==> src/rtl/partial_sort_pkg.sv <==
// Purpose: shared types and constants for the partial-sort (top-K) datapath stages.
// Latency: n/a (package only).
// Backpressure: n/a (package only).
package partial_sort_pkg;

    localparam int DATA_W = 16;

    typedef logic signed [DATA_W-1:0] elem_t;

    // Most negative sample; it never wins a max-K selection, so it doubles as filler.
    localparam elem_t PAD_VAL = 16'sh8000;

endpackage

==> src/rtl/insert_sort_bank.sv <==
// Purpose: one K-entry insertion-sort bank, held descending (slot 0 largest).
// Latency: a sample inserted at edge t is visible in the bank registers after edge t.
// Backpressure: none internally; the caller must only insert while full is low.
//
// Ports: clk/rst; ins + din + last insert a sample (last closes the block early);
// clr empties a full bank back to PAD; regs_flat/count/full describe the contents;
// closing pulses on the insert that closes the block.
module insert_sort_bank
    import partial_sort_pkg::*;
#(
    parameter  int K     = 8,
    localparam int CNT_W = $clog2(K) + 1
) (
    input  logic                  clk,
    input  logic                  rst,
    input  logic                  ins,
    input  elem_t                 din,
    input  logic                  last,
    input  logic                  clr,
    output logic [K*DATA_W-1:0]   regs_flat,
    output logic [CNT_W-1:0]      count,
    output logic                  full,
    output logic                  closing
);

    elem_t regs [K];
    elem_t nxt  [K];
    logic  keep [K];

    // A slot keeps its value when it is occupied and >= the new sample, so equal
    // values already present stay ahead of the newcomer. Empty slots are never
    // compared, which lets a PAD-valued sample land at the fill position.
    always_comb begin
        for (int i = 0; i < K; i++) begin
            keep[i] = (CNT_W'(i) < count) && (regs[i] >= din);
        end
        nxt[0] = keep[0] ? regs[0] : din;
        for (int i = 1; i < K; i++) begin
            if (keep[i])
                nxt[i] = regs[i];
            else if (keep[i-1])
                nxt[i] = din;
            else
                nxt[i] = regs[i-1];
        end
    end

    assign closing = ins && (last || (count == CNT_W'(K - 1)));

    always_ff @(posedge clk or posedge rst) begin
        if (rst) begin
            for (int i = 0; i < K; i++) regs[i] <= PAD_VAL;
            count <= '0;
            full  <= 1'b0;
        end else if (clr) begin
            for (int i = 0; i < K; i++) regs[i] <= PAD_VAL;
            count <= '0;
            full  <= 1'b0;
        end else if (ins) begin
            for (int i = 0; i < K; i++) regs[i] <= nxt[i];
            count <= count + 1'b1;
            if (closing) full <= 1'b1;
        end
    end

    always_comb begin
        for (int i = 0; i < K; i++) regs_flat[i*DATA_W +: DATA_W] = regs[i];
    end

endmodule

==> src/rtl/topk_block_sorter.sv <==
// Purpose: streams signed samples into double-banked K-element insertion-sort blocks.
// Latency: the sample closing a block at edge t gives out_valid after edge t.
// Backpressure: in_ready drops only while both banks hold finished blocks.
//
// Ports: in_valid/in_ready/in_data/in_last sample stream; out_valid/out_ready/
// out_data/out_count sorted block stream (element i at bits [16*i+15:16*i]).
// Optional TOPK_SORTER_STATS_EN adds blk_count (output handshakes, wrapping)
// and pad_flag (valid block holds fewer than K real samples).
module topk_block_sorter
    import partial_sort_pkg::*;
#(
    parameter  int K       = 8,
    parameter  bit SORTDIR = 1'b1,
    localparam int CNT_W   = $clog2(K) + 1
) (
    input  logic                  clk,
    input  logic                  rst,
    input  logic                  in_valid,
    output logic                  in_ready,
    input  logic [DATA_W-1:0]     in_data,
    input  logic                  in_last,
    output logic                  out_valid,
    input  logic                  out_ready,
    output logic [K*DATA_W-1:0]   out_data,
    output logic [CNT_W-1:0]      out_count
`ifdef TOPK_SORTER_STATS_EN
    ,
    output logic [15:0]           blk_count,
    output logic                  pad_flag
`endif
);

    logic                 wr_sel;
    logic                 rd_sel;
    logic [1:0]           full;
    logic [1:0]           closing;
    logic [CNT_W-1:0]     cnt      [2];
    logic [K*DATA_W-1:0]  bank_dat [2];
    logic                 in_hs;
    logic                 out_hs;
    logic [K*DATA_W-1:0]  rd_dat;

    assign in_ready  = !full[wr_sel];
    assign in_hs     = in_valid && in_ready;
    assign out_valid = full[rd_sel];
    assign out_hs    = out_valid && out_ready;

    for (genvar b = 0; b < 2; b++) begin : g_bank
        insert_sort_bank #(.K(K)) u_bank (
            .clk       (clk),
            .rst       (rst),
            .ins       (in_hs && (wr_sel == 1'(b))),
            .din       (elem_t'(in_data)),
            .last      (in_last),
            .clr       (out_hs && (rd_sel == 1'(b))),
            .regs_flat (bank_dat[b]),
            .count     (cnt[b]),
            .full      (full[b]),
            .closing   (closing[b])
        );
    end

    // Only the write bank can be inserting, so any closing pulse belongs to it.
    always_ff @(posedge clk or posedge rst) begin
        if (rst) begin
            wr_sel <= 1'b0;
            rd_sel <= 1'b0;
        end else begin
            if (|closing) wr_sel <= ~wr_sel;
            if (out_hs)   rd_sel <= ~rd_sel;
        end
    end

    // Banks are stored descending; ascending order is a pure wire reversal.
    assign rd_dat = bank_dat[rd_sel];
    always_comb begin
        out_data = rd_dat;
        if (!SORTDIR) begin
            for (int i = 0; i < K; i++)
                out_data[i*DATA_W +: DATA_W] = rd_dat[(K-1-i)*DATA_W +: DATA_W];
        end
    end

    assign out_count = cnt[rd_sel];

`ifdef TOPK_SORTER_STATS_EN
    always_ff @(posedge clk or posedge rst) begin
        if (rst)         blk_count <= '0;
        else if (out_hs) blk_count <= blk_count + 16'd1;
    end

    assign pad_flag = out_valid && (out_count < CNT_W'(K));
`endif

endmodule

==> config.mk <==
export PLATFORM = sky130hd
export DESIGN_NAME = topk_block_sorter
export DESIGN_NICKNAME = d
export VERILOG_FILES = /design/src/rtl/partial_sort_pkg.sv /design/src/rtl/insert_sort_bank.sv /design/src/rtl/topk_block_sorter.sv
export SDC_FILE = /design/constraint.sdc
export NUM_CORES = 1
export LEC_CHECK = 0
export CAP_MARGIN = 20
export CORE_MARGIN = 8
export CORE_UTILIZATION = 57
export CTS_CLUSTER_SIZE = 16
export DETAILED_ROUTE_END_ITERATION = 12
export PLACE_DENSITY = 0.78
export SETUP_SLACK_MARGIN = 0.5
export SLEW_MARGIN = 20
export SYNTH_ARGS = -nofsm -noshare
export SYNTH_HDL_FRONTEND = slang
export SYNTH_SLANG_ARGS = --single-unit
==> constraint.sdc <==
create_clock -name clk -period 11.25 [get_ports clk]
set_input_delay 2.25 -clock clk [delete_from_list [all_inputs] [get_ports clk]]
set_output_delay 2.25 -clock clk [all_outputs]
set_load 0.05 [all_outputs]
[Word level (Yosys, flattened, before mapping)]
Cells that the tools add are included.
Widths: inputs -> output; s select.
Word-level totals
  output and inout bits: 134
  register bits after elaboration: 268
  memory bits (read-only): 0
  memories: 0
  bits in latches: 0
  word-level logic and storage cells: 184
  memory bits (writable): 0
Cells by class
  mux-type cells: 54
  reduce and logical (&&, ||, !) cells: 50
  div/mod/pow operators: 0
  shifts and indexed selects: 0
  equal/unequal tests: 18
  multiply operators: 0
  $add $sub $neg: 2
  bitwise gates (word level): 3
  magnitude comparators: 35
Operators with widths (count)
  $mux 128: 7
  $mux 16: 30
  $ge 16x16->1: 16
  $reduce_and 2->1: 18
  $lt 3x4->1 const A: 8
  $ne 2x1->1 const B: 16
  $mux 4: 7
  $logic_and 1x1->1: 24
  $lt 1x4->1 const A: 4
  $lt 2x4->1 const A: 4
  $mux 1: 10
  $add 4x1->4 const B: 2
  $eq 4x3->1 const B: 2
  $reduce_bool 2->1: 4
  $lt 1x2->1 const B: 2
  $ge 2x2->1 const B: 1
  $logic_or 1x1->1: 2
  $not 1->1: 2
  $not 1->2: 1
  $reduce_or 2->1: 1
  $logic_not 1->1: 1

[Logic depth before layout (Yosys ltp)]
Gate-level depths: netlist of run 1.
  depth in word-level cells: 9
  gate-level depth with buffers: 13
  depth with buffers taken out: 9

[Hierarchy]
A second synthesis of run 1 with hierarchy kept.
Unflattened totals
  cells, all modules: 1968
  area, all modules: 20729.9 µm²
By module, submodules not included
  insert_sort_bank at g_bank[1].u_bank: cells each 936, times used 1, area an instance 9665.5 µm²
  insert_sort_bank at g_bank[0].u_bank: cells each 871, times used 1, area an instance 9200.1 µm²
  topk_block_sorter: cells each 161, times used 1, area an instance 1864.3 µm²

[Worst setup path after synthesis of run 1]
No wires, ideal clock.
  path type: input to register
  from: input port in_data[15]
  to: register g_bank[1].u_bank.regs (netlist bit g_bank[1].u_bank.regs_flat[100])
  data required time: 11.171 ns
  slack: 6.161 ns
  data arrival time: 5.010 ns
  cell stages on the path: 13
  cells stage by stage: clkbuf_1 inv_1 ha_1 and4_1 and2_1 a22o_1 o31a_1 o31ai_1 buf_4 and2_1 buf_4 buf_8 mux2i_1
Between the ends
  cells in the longest elaborated chain, start to end: 6
  elaborated cells on any way between the ends: 10
  those cells by class: order compare: 2; eq/ne: 1; mux: 4; reduce/logical: 3
Ends and longest elaborated chain
  start: declaration: line topk_block_sorter.sv:20  | input logic [DATA_W-1:0] in_data,
  $ge 16x16->1: line insert_sort_bank.sv:35  | keep[i] = (CNT_W'(i) < count) && (regs[i] >= din);
  $logic_and 1x1->1: line insert_sort_bank.sv:35
  $mux 16: line insert_sort_bank.sv:41  | else if (keep[i-1])
  $mux 16: line insert_sort_bank.sv:39  | if (keep[i])
  $mux 128: line insert_sort_bank.sv:59  | end else if (ins) begin
  $mux 128: line insert_sort_bank.sv:55  | end else if (clr) begin
  end: declaration: line insert_sort_bank.sv:26  | elem_t regs [K];
Parallel ways exist; a longest one is shown, timed or not. The select of a mux whose other input is x is not followed.
A chain may end at the register's enable or synchronous reset.

[Final worst setup path of run 1]
  from: input port in_data[12]
  to: register g_bank[1].u_bank.regs (netlist bit g_bank[1].u_bank.regs_flat[104])
The elaborated chain is that of the path after synthesis.

==> results of run 1 <==
==> flip-flops by register name, indices dropped and copies added (netlist names) <==
register and count:
g_bank.u_bank.regs_flat 256, g_bank.u_bank.count 8, g_bank.u_bank.full 2, rd_sel 1, wr_sel 1
==> stage by stage <==
step / worst slack (ns) / hold WS, ns / total power, mW / cells / area, µm²
after floorplan: 1.64 / 0.504 / 5.03 / 2079 / 20900
after global placement: 3.96 / 0.531 / 6.33 / 2623 / 22900
after detailed placement: 3.87 / 0.542 / 6.48 / 2623 / 22900
after CTS: 4.42 / 0.547 / 7.53 / 2680 / 23900
after global routing: 4.15 / 0.557 / 7.96 / 2681 / 23900
final: 4.30 / 0.542 / 7.59 / 2681 / 23900
==> worst max-delay path: stages <==
cell,delay (ns)
clkdlybuf4s50_1,1.01
inv_1,0.70
ha_1,0.49
and4_1,0.23
and2_1,0.14
a22o_1,0.21
o31a_1,0.33
o31ai_4,0.90
and2_1,0.87
mux2i_1,0.30
==> cell type report <==
class                      count  share of cell area [%]
multi-input combinational   1645                    56.5
sequential                   268                    28.2
timing repair buffer         196                    7.85
clock buffer                  45                    3.84
tap                          468                    2.45
inverter                      47                   0.769
clock inverter                12                   0.398
==> power groups by stage <==
stage	clock, mW	combinational (mW)	sequential (mW)
2_1_floorplan	0	3.33	1.70
3_3_place_gp	0	4.29	2.04
3_5_place_dp	0	4.42	2.06
4_1_cts	1.03	4.46	2.05
5_1_grt	1.07	4.79	2.10
6_report	1.03	4.49	2.07
==> layer usage <==
layer	share of wire, %	vias to the layer above	track usage (%)
li1	-	7849	-
met4	6.6	0	18.6
met2	46	955	53.7
met5	0	-	0
met1	39	8782	40.3
met3	8.7	323	6.23
==> cell usage in the layout (no fill, tap or decap), drive strengths merged, types with 26 or more instances in the layout <==
master,n
a21oi,109
a31oi,26
buf,42
clkbuf,45
clkdlybuf4s50,154
dfrtp,252
ha,262
inv,48
mux2,123
mux2i,448
nand2,289
nand3,40
nand4,47
nor2,53
o21ai,61
==> worst max path at each step <==
stage | endpoint | slack, ns | cells after the start
floorplan | g_bank[0].u_bank.count[0] | 1.64 | 1
global placement | g_bank[1].u_bank.regs_flat[99] | 3.96 | 10
detailed placement | g_bank[1].u_bank.regs_flat[105] | 3.87 | 10
CTS | g_bank[1].u_bank.regs_flat[104] | 4.42 | 10
global route | g_bank[1].u_bank.regs_flat[105] | 4.15 | 10
finish | g_bank[1].u_bank.regs_flat[104] | 4.30 | 10
==> logic make-up (layout without fill, tap and decap cells) <==
kind of cell	Yosys count	in the layout	synth area share, %
fa+ha+maj	262	262	15.7
buf+inv	166	300	3.74
compound gates	292	292	8.68
flops	268	268	32.1
simple gates	515	515	11.4
mux	571	571	28.1
xor+xnor	5	5	0.209
==> results.sh, run 1 <==
export IMPL_status="finished, final reports clean"
export IMPL_ys_top_cells_by_area="dfrtp_1 30%, mux2i_1 21%, ha_1 16%, mux2_2 6.6%, nand2_1 5.2%"
export IMPL_hold_path_end="g_bank[1].u_bank.regs_flat[127]"
export IMPL_rows=70
export IMPL_tns_ns=0
export IMPL_slew_viol_final=0
export IMPL_cts_resized=0
export IMPL_dr_pass1_iters=5
export IMPL_cts_buffers=31
export IMPL_drtIter0Drc=1382
export IMPL_critPathLaunchType="primary input"
export IMPL_finClkSkew_ns=0.0229
export IMPL_wire_per_inst_um=27.2
export IMPL_netlist_instances=2079
export IMPL_swShare_pct=50.6
export IMPL_finalSetupViolations=0
export IMPL_cts_tree="yes"
export IMPL_dieHeight_um=208
export IMPL_cts_setup_buffers=0
export IMPL_portBuffers=154
export IMPL_n_fill_cell=2916
export IMPL_cts_root_buf="clkbuf_16"
export IMPL_maxCapViolCount=0
export IMPL_grt_overflow=0
export IMPL_syn_to_final_growth_pct=14.3
export IMPL_path_clk_slew_ns=0.06
export IMPL_hold_path_class="flop to flop"
export IMPL_grt_use_total_pct=32.8
export IMPL_yosysSeqAreaShare_pct=32.1
export IMPL_p_comb_share_pct=59.2
export IMPL_die_x_um=208
export IMPL_required_ns=11.73
export IMPL_endpoint_kind="flop"
export IMPL_design_die_area_um2=43100
export IMPL_ys_warn_count=0
export IMPL_grt_max_degree=162
export IMPL_grt_setup_unrepaired="no"
export IMPL_io_pins=155
export IMPL_synth_edff_count=0
export IMPL_max_freq_mhz=144
export IMPL_grt_first_pass_wirelength_mm=111
export IMPL_synth_cell_types=74
export IMPL_vdd_drop_max_mv=0.273
export IMPL_final_core_util_pct=65.8
export IMPL_finalHoldViolCount=0
export IMPL_p_leak_nw=11.5
export IMPL_routed_wl_mm=72.9
export IMPL_yosysTopAreaCellShare_pct=30.1
export IMPL_synth_area_um2=20900
export IMPL_reg2reg_depth=8
export IMPL_postCtsHoldBufs=0
export IMPL_htreeDepth=1
export IMPL_antenna_left=0
export IMPL_worst_endpoint_arrival_ns=7.43
export IMPL_worst_pin_slew_ns=1.20
export IMPL_rrSetupSlack_ns=7.35
export IMPL_cp_max_fo=18
export IMPL_clkPwrFrac_pct=13.5
export IMPL_ys_ff_latch=268
export IMPL_yosysMostFrequentCell="mux2i_1"
export IMPL_drc_errors=0
export IMPL_period_minus_slack_ns=6.95
export IMPL_r2r_start="g_bank[1].u_bank.regs_flat[111]"
export IMPL_grt_pass1_vias=18642
export IMPL_syn_num_nets=2362
export IMPL_synthFlopType="dfrtp_1"
export IMPL_p_sw_mw=3.84
export IMPL_regToRegEndpoint="g_bank[1].u_bank.regs_flat[104]"
export IMPL_clock_sinks=268
export IMPL_cp_startpoint="in_data[12]"
export IMPL_start_util_pct=57.6
export IMPL_antenna_found_initial=0
export IMPL_internal_power_mw=3.75
export IMPL_register_area_um2=6730
export IMPL_via_per_inst=6.68
export IMPL_relSlewSlack_pct=19.8
export IMPL_synth_largest_area_cell="dfrtp_1"
export IMPL_fin_crit_sh_pct=61.8
export IMPL_cts_buffer_depth=3
export IMPL_holdPathStages=2
export IMPL_place_detailed_hpwl_mm=50.6
export IMPL_synthTopCellsByCount="447 x mux2i_1, 288 x nand2_1, 262 x ha_1"
export IMPL_vias=17909
export IMPL_clk_latency_ns=0.59
export IMPL_p_per_area_nw_per_um2=318
export IMPL_post_synth_cell_area_avg_um2=10.1
export IMPL_diodes=0
export IMPL_place_gp_congestion=0.966
export IMPL_async_flop_share_pct=100
export IMPL_hp_start="g_bank[1].u_bank.regs_flat[127]"
export IMPL_multi_input_area_um2=13500
export IMPL_core_um2=36300
export IMPL_seqPwrFrac_pct=27.3
export IMPL_crit_type="primary input to flop"
export IMPL_final_nets=2472
export IMPL_drive_gt1_share_pct=11.9
Note: power is estimated with default switching activity, not from simulation.
==> run 2, diff against run 1 <==
--- a/config.mk
+++ b/config.mk
@@ -7,10 +7,10 @@
 export LEC_CHECK = 0
 export CAP_MARGIN = 20
 export CORE_MARGIN = 8
-export CORE_UTILIZATION = 57
+export CORE_UTILIZATION = 55
 export CTS_CLUSTER_SIZE = 16
 export DETAILED_ROUTE_END_ITERATION = 12
-export PLACE_DENSITY = 0.78
+export PLACE_DENSITY = 0.79
 export SETUP_SLACK_MARGIN = 0.5
 export SLEW_MARGIN = 20
 export SYNTH_ARGS = -nofsm -noshare
==> constraint.sdc (replaced) <==
create_clock -name clk -period 5.9 [get_ports clk]
set_input_delay 1.18 -clock clk [delete_from_list [all_inputs] [get_ports clk]]
set_output_delay 1.18 -clock clk [all_outputs]
set_load 0.05 [all_outputs]
==> run 2 against run 1 <==
Sequential share of layout area is 0.36 points lower. Clock skew shrank 0.0091 ns. Clock power is 100% higher. Design area up 1.3%. First-iteration DRC count increased by 17%. Critical path type is now flop to output pin. Worst setup slack worse by 3.0 ns. Highest routed layer unchanged. Count of clock-buffer cells in the layout fell by 4. Global-route usage fell by 0.22 points. Register-to-register slack worse by 4.7 ns. Critical endpoint is now out_data[32]. Sequential power increased by 90%. Core utilization is 1.3 points lower.
==> results.sh, run 2 (synthesis gave the netlist of run 1 again) <==
export IMPL_rrSetupSlack_ns=2.61
export IMPL_status="finished, final reports clean"
export IMPL_cts_buffer_depth=3
export IMPL_grt_overflow=0
export IMPL_fin_crit_sh_pct=77.9
export IMPL_finalHoldViolCount=0
export IMPL_fin_hold_ws_ns=0.556
export IMPL_rows=71
export IMPL_die_x_um=211
export IMPL_final_core_util_pct=64.4
export IMPL_clk_latency_ns=0.59
export IMPL_vdd_drop_max_mv=0.556
export IMPL_place_gp_congestion=0.980
export IMPL_grt_use_total_pct=32.6
export IMPL_final_common_cell="mux2i_1"
export IMPL_grt_max_degree=136
export IMPL_dieHeight_um=211
export IMPL_drive_gt1_share_pct=13.0
export IMPL_max_freq_mhz=218
export IMPL_maxCapViolCount=0
export IMPL_cts_setup_buffers=0
export IMPL_postCtsHoldBufs=0
export IMPL_crit_type="flop to output pin"
export IMPL_period_minus_slack_ns=4.60
export IMPL_portBuffers=154
export IMPL_cp_startpoint="rd_sel"
export IMPL_endpoint_kind="output pin"
export IMPL_final_nets=2493
export IMPL_finClkSkew_ns=0.0137
export IMPL_via_per_inst=6.52
export IMPL_core_um2=37600
export IMPL_worst_endpoint_arrival_ns=3.42
export IMPL_largest_reg_flops=256
export IMPL_tns_ns=0
export IMPL_antenna_found_initial=1
export IMPL_finalSetupViolations=0
export IMPL_antenna_left=0
export IMPL_hold_path_class="flop to flop"
export IMPL_worst_pin_slew_ns=1.12
export IMPL_dr_pass1_iters=5
export IMPL_design_die_area_um2=44500
export IMPL_final_cell_mix="447 x mux2i_1, 288 x nand2_1, 262 x ha_1, 251 x dfrtp_1, 154 x clkdlybuf4s50_1"
export IMPL_drc_errors=0
export IMPL_required_ns=4.72
export IMPL_critPathCapture="out_data[32]"
export IMPL_drtIter0Drc=1617
export IMPL_regToRegEndpoint="g_bank[1].u_bank.regs_flat[89]"
export IMPL_cts_root_buf="clkbuf_16"
export IMPL_diodes=0
export IMPL_cts_buffers=31
export IMPL_io_pins=155
export IMPL_r2r_start="g_bank[1].u_bank.regs_flat[95]"
export IMPL_reg2reg_depth=8
export IMPL_p_per_area_nw_per_um2=605
export IMPL_relSlewSlack_pct=25.2
export IMPL_finalPower_mw=14.6
export IMPL_critPathLaunchType="flop"
export IMPL_routed_wl_mm=73.9
export IMPL_path_clk_slew_ns=0.06
export IMPL_htreeDepth=1
export IMPL_design_area_um2=24200
export IMPL_grt_setup_unrepaired="no"
export IMPL_cp_max_fo=76
export IMPL_slew_viol_final=0
export IMPL_start_util_pct=55.7
export IMPL_wire_per_inst_um=26.9
export IMPL_placed_area_um2=23100
export IMPL_cts_tree="yes"
export IMPL_grt_first_pass_wirelength_mm=113
export IMPL_grt_pass1_vias=18516
export IMPL_syn_to_final_growth_pct=15.7
export IMPL_vias=17901
export IMPL_place_detailed_hpwl_mm=53.1
export IMPL_clock_sinks=268
export IMPL_cts_resized=0
export IMPL_p_leak_nw=11.7
-- run 2: worst min path at each step --
| stage | from | end | slack, ns | depth (start not counted) |
|---|---|---|---|---|
| after floorplan | g_bank[0].u_bank.regs_flat[111] | g_bank[0].u_bank.regs_flat[127] | 0.50 | 2 |
| after global placement | g_bank[0].u_bank.regs_flat[111] | g_bank[0].u_bank.regs_flat[127] | 0.53 | 2 |
| after detailed placement | g_bank[1].u_bank.regs_flat[79] | g_bank[1].u_bank.regs_flat[79] | 0.54 | 2 |
| after CTS | g_bank[1].u_bank.regs_flat[127] | g_bank[1].u_bank.regs_flat[127] | 0.55 | 2 |
| after global routing | g_bank[1].u_bank.regs_flat[31] | g_bank[1].u_bank.regs_flat[31] | 0.57 | 2 |
| final | g_bank[1].u_bank.regs_flat[127] | g_bank[1].u_bank.regs_flat[127] | 0.56 | 2 |
-- run 2: final cells by class --
cell class / instances / area, µm²
timing repair buffer: 217 / 2070
fill: 3032 / 13400
clock buffer: 41 / 903
clock inverter: 16 / 170
tap: 511 / 639
inverter: 47 / 180
sequential: 268 / 6730
multi-input combinational: 1645 / 13500
-- run 2: metal layers --
metal  vias to the layer above  wire length (µm)  track usage [%]
met4                         0              5730             20.9
li1                       7903                 -                -
met2                       927             34000             53.6
met3                       336              5930             6.05
met1                      8735             28200             38.9
met5                         -                 0                0
-- run 2: power by group --
group | switching [mW] | internal (mW)
Combinational | 5.22 | 3.41
Sequential | 1.29 | 2.66
Clock | 0.858 | 1.20
Total | 7.37 | 7.27
-- run 2: worst max-delay path, stage by stage, from the launching register on --
cell,delay (ns)
dfrtp_4,1.10
buf_12,0.45
nand2_1,0.09
o21ai_0,0.18
clkdlybuf4s50_1,0.91
-- run 2: stage by stage --
stage               instances  setup slack [ns]
floorplan                2079              1.19
global placement         2687             0.922
detailed placement       2687             0.818
CTS                      2744              1.31
global route             2745              1.21
finish                   2745              1.30
==> run 3, diff against run 2 <==
==> constraint.sdc (replaced) <==
create_clock -name clk -period 3.8 [get_ports clk]
set_input_delay 0.76 -clock clk [delete_from_list [all_inputs] [get_ports clk]]
set_output_delay 0.76 -clock clk [all_outputs]
set_load 0.05 [all_outputs]
==> run 3 against run 2 <==
Count of clock-buffer cells in the layout increased by 4. Cell count rose by 3.6%. Clock skew grew 0.0031 ns. Design area increased by 8.4%. Clock power is 53% higher. Critical path depth fell by 1. Global-route usage up 0.47 points. Flip-flop and latch count stayed put. Largest power group unchanged.
==> results.sh, run 3 (synthesis gave the netlist of run 1 again) <==
export IMPL_status="finished, final reports clean"
export IMPL_stdcell_count=2845
export IMPL_slew_viol_final=0
export IMPL_worst_pin_slew_ns=0.939
export IMPL_cts_buffers=31
export IMPL_finalHoldViolCount=0
export IMPL_n_fill_cell=2788
export IMPL_cp_top_family="buffers and inverters"
export IMPL_cts_tree="yes"
export IMPL_clock_sinks=268
export IMPL_max_freq_mhz=305
export IMPL_rrSetupSlack_ns=0.95
export IMPL_p_per_area_nw_per_um2=899
export IMPL_dp_cells=2768
export IMPL_antenna_found_initial=3
export IMPL_worst_path_buf_inv=2
export IMPL_grt_overflow=0
export IMPL_wire_per_inst_um=26.6
export IMPL_core_um2=37600
export IMPL_worst_path_max_delay_cell="clkdlybuf4s50_1"
export IMPL_relSlewSlack_pct=37.2
export IMPL_vdd_drop_max_mv=0.749
export IMPL_cpPeakStageDelay_ns=0.70
export IMPL_endpoint_kind="output pin"
export IMPL_start_util_pct=55.7
export IMPL_final_common_cell="mux2i_1"
export IMPL_path_clk_slew_ns=0.06
export IMPL_grt_first_pass_wirelength_mm=115
export IMPL_grt_setup_unrepaired="no"
export IMPL_via_per_inst=6.45
export IMPL_hp_start="g_bank[1].u_bank.regs_flat[123]"
export IMPL_design_die_area_um2=44500
export IMPL_critPathLaunchType="flop"
export IMPL_portBuffers=154
export IMPL_htreeDepth=1
export IMPL_drc_errors=0
export IMPL_vias=18359
export IMPL_postCtsHoldBufs=0
export IMPL_path_cells="buf_16 -> mux2_2 -> clkdlybuf4s50_1"
export IMPL_largest_reg_flops=256
export IMPL_syn_to_final_growth_pct=25.4
export IMPL_antenna_left=0
export IMPL_cp_max_fo=21
export IMPL_place_gp_congestion=0.983
export IMPL_cts_buffer_depth=3
export IMPL_io_pins=155
export IMPL_final_cell_mix="440 x mux2i_1, 287 x nand2_1, 251 x dfrtp_1, 217 x ha_1, 123 x mux2_2"
export IMPL_drive_gt1_share_pct=20.2
export IMPL_grt_max_degree=122
export IMPL_p_leak_nw=13.0
export IMPL_r2r_start="g_bank[1].u_bank.regs_flat[17]"
export IMPL_grt_use_total_pct=33.1
export IMPL_cp_startpoint="rd_sel"
export IMPL_maxCapViolCount=0
export IMPL_fin_ws_ns=0.524
export IMPL_worst_endpoint_arrival_ns=2.52
export IMPL_finClkSkew_ns=0.0168
export IMPL_required_ns=3.04
export IMPL_drtIter0Drc=1493
export IMPL_dieHeight_um=211
export IMPL_period_minus_slack_ns=3.28
export IMPL_tns_ns=0
export IMPL_hold_path_class="flop to flop"
export IMPL_place_detailed_hpwl_mm=54.2
export IMPL_final_nets=2592
export IMPL_die_x_um=211
export IMPL_rows=71
export IMPL_place_ws_ns=-0.165
export IMPL_clk_latency_ns=0.59
export IMPL_routed_wl_mm=75.6
export IMPL_cts_root_buf="clkbuf_16"
export IMPL_fin_crit_sh_pct=86.2
export IMPL_crit_type="flop to output pin"
export IMPL_grt_pass1_vias=19268
export IMPL_dr_pass1_iters=6
export IMPL_finalSetupViolations=0
==> run 3: area by class of cell <==
cell class	instances	area (µm²)	area share (%)
inverters	47	236	0.901
clock buffers	45	918	3.50
multi-input cells	1646	14300	54.4
flip-flops and latches	268	6730	25.6
well taps	511	639	2.44
diodes	1	2.50	0.00954
clock inverters	12	144	0.548
repair buffers	315	3300	12.6
==> run 3: timing repair <==
item,in CTS,in global routing
pin swaps,2,4
buffers inserted,5,9
gates cloned,0,5
setup endpoints to repair,161,244
resized for setup,107,44
==> run 3: through the flow <==
stage / area (µm²) / total power [mW] / utilization (%) / hold slack, ns
4_1_cts: 25900 / 23.1 / 69.0 / 0.554
6_report: 26200 / 23.6 / 69.8 / 0.551
2_1_floorplan: 22000 / 15.4 / - / 0.504
3_5_place_dp: 24900 / 20.3 / 66.3 / 0.544
5_1_grt: 26200 / 24.7 / 69.8 / 0.569
3_3_place_gp: 24900 / 19.8 / 66.3 / 0.533
==> run 3: worst reg2reg max path: stages (launching register included) <==
cell	delay (ns)
dfrtp_1	0.47
ha_1	0.34
nor2b_1	0.16
o211ai_1	0.13
a2111o_1	0.41
and3_1	0.22
a221oi_4	0.37
buf_4	0.19
buf_6	0.12
mux2i_1	0.22
mux2i_1	0.10
==> run 3: metal layers <==
| layer | up-vias | global-route usage [%] | wire length, µm |
|---|---|---|---|
| met5 | - | 0 | 15 |
| met2 | 962 | 53.9 | 34600 |
| met4 | 2 | 20.3 | 5250 |
| li1 | 8095 | - | - |
| met1 | 8993 | 40.6 | 29600 |
| met3 | 307 | 5.52 | 6110 |
==> run 3: final timing paths <==
| path | cells past startpoint | end |
|---|---|---|
| max in group asynchronous | 3 | g_bank[0].u_bank.regs_flat[31] |
| min in group asynchronous | 2 | g_bank[0].u_bank.regs_flat[85] |
| min reg2reg | 2 | g_bank[1].u_bank.regs_flat[123] |
| min | 2 | g_bank[1].u_bank.regs_flat[123] |
| max reg2reg | 10 | g_bank[1].u_bank.regs_flat[45] |
| max | 3 | out_data[70] |
==> run 3: power by group <==
group | total, mW | switching [mW] | internal [mW]
registers | 6.14 | 2.01 | 4.12
clock network | 3.15 | 1.29 | 1.87
logic | 14.3 | 8.52 | 5.78
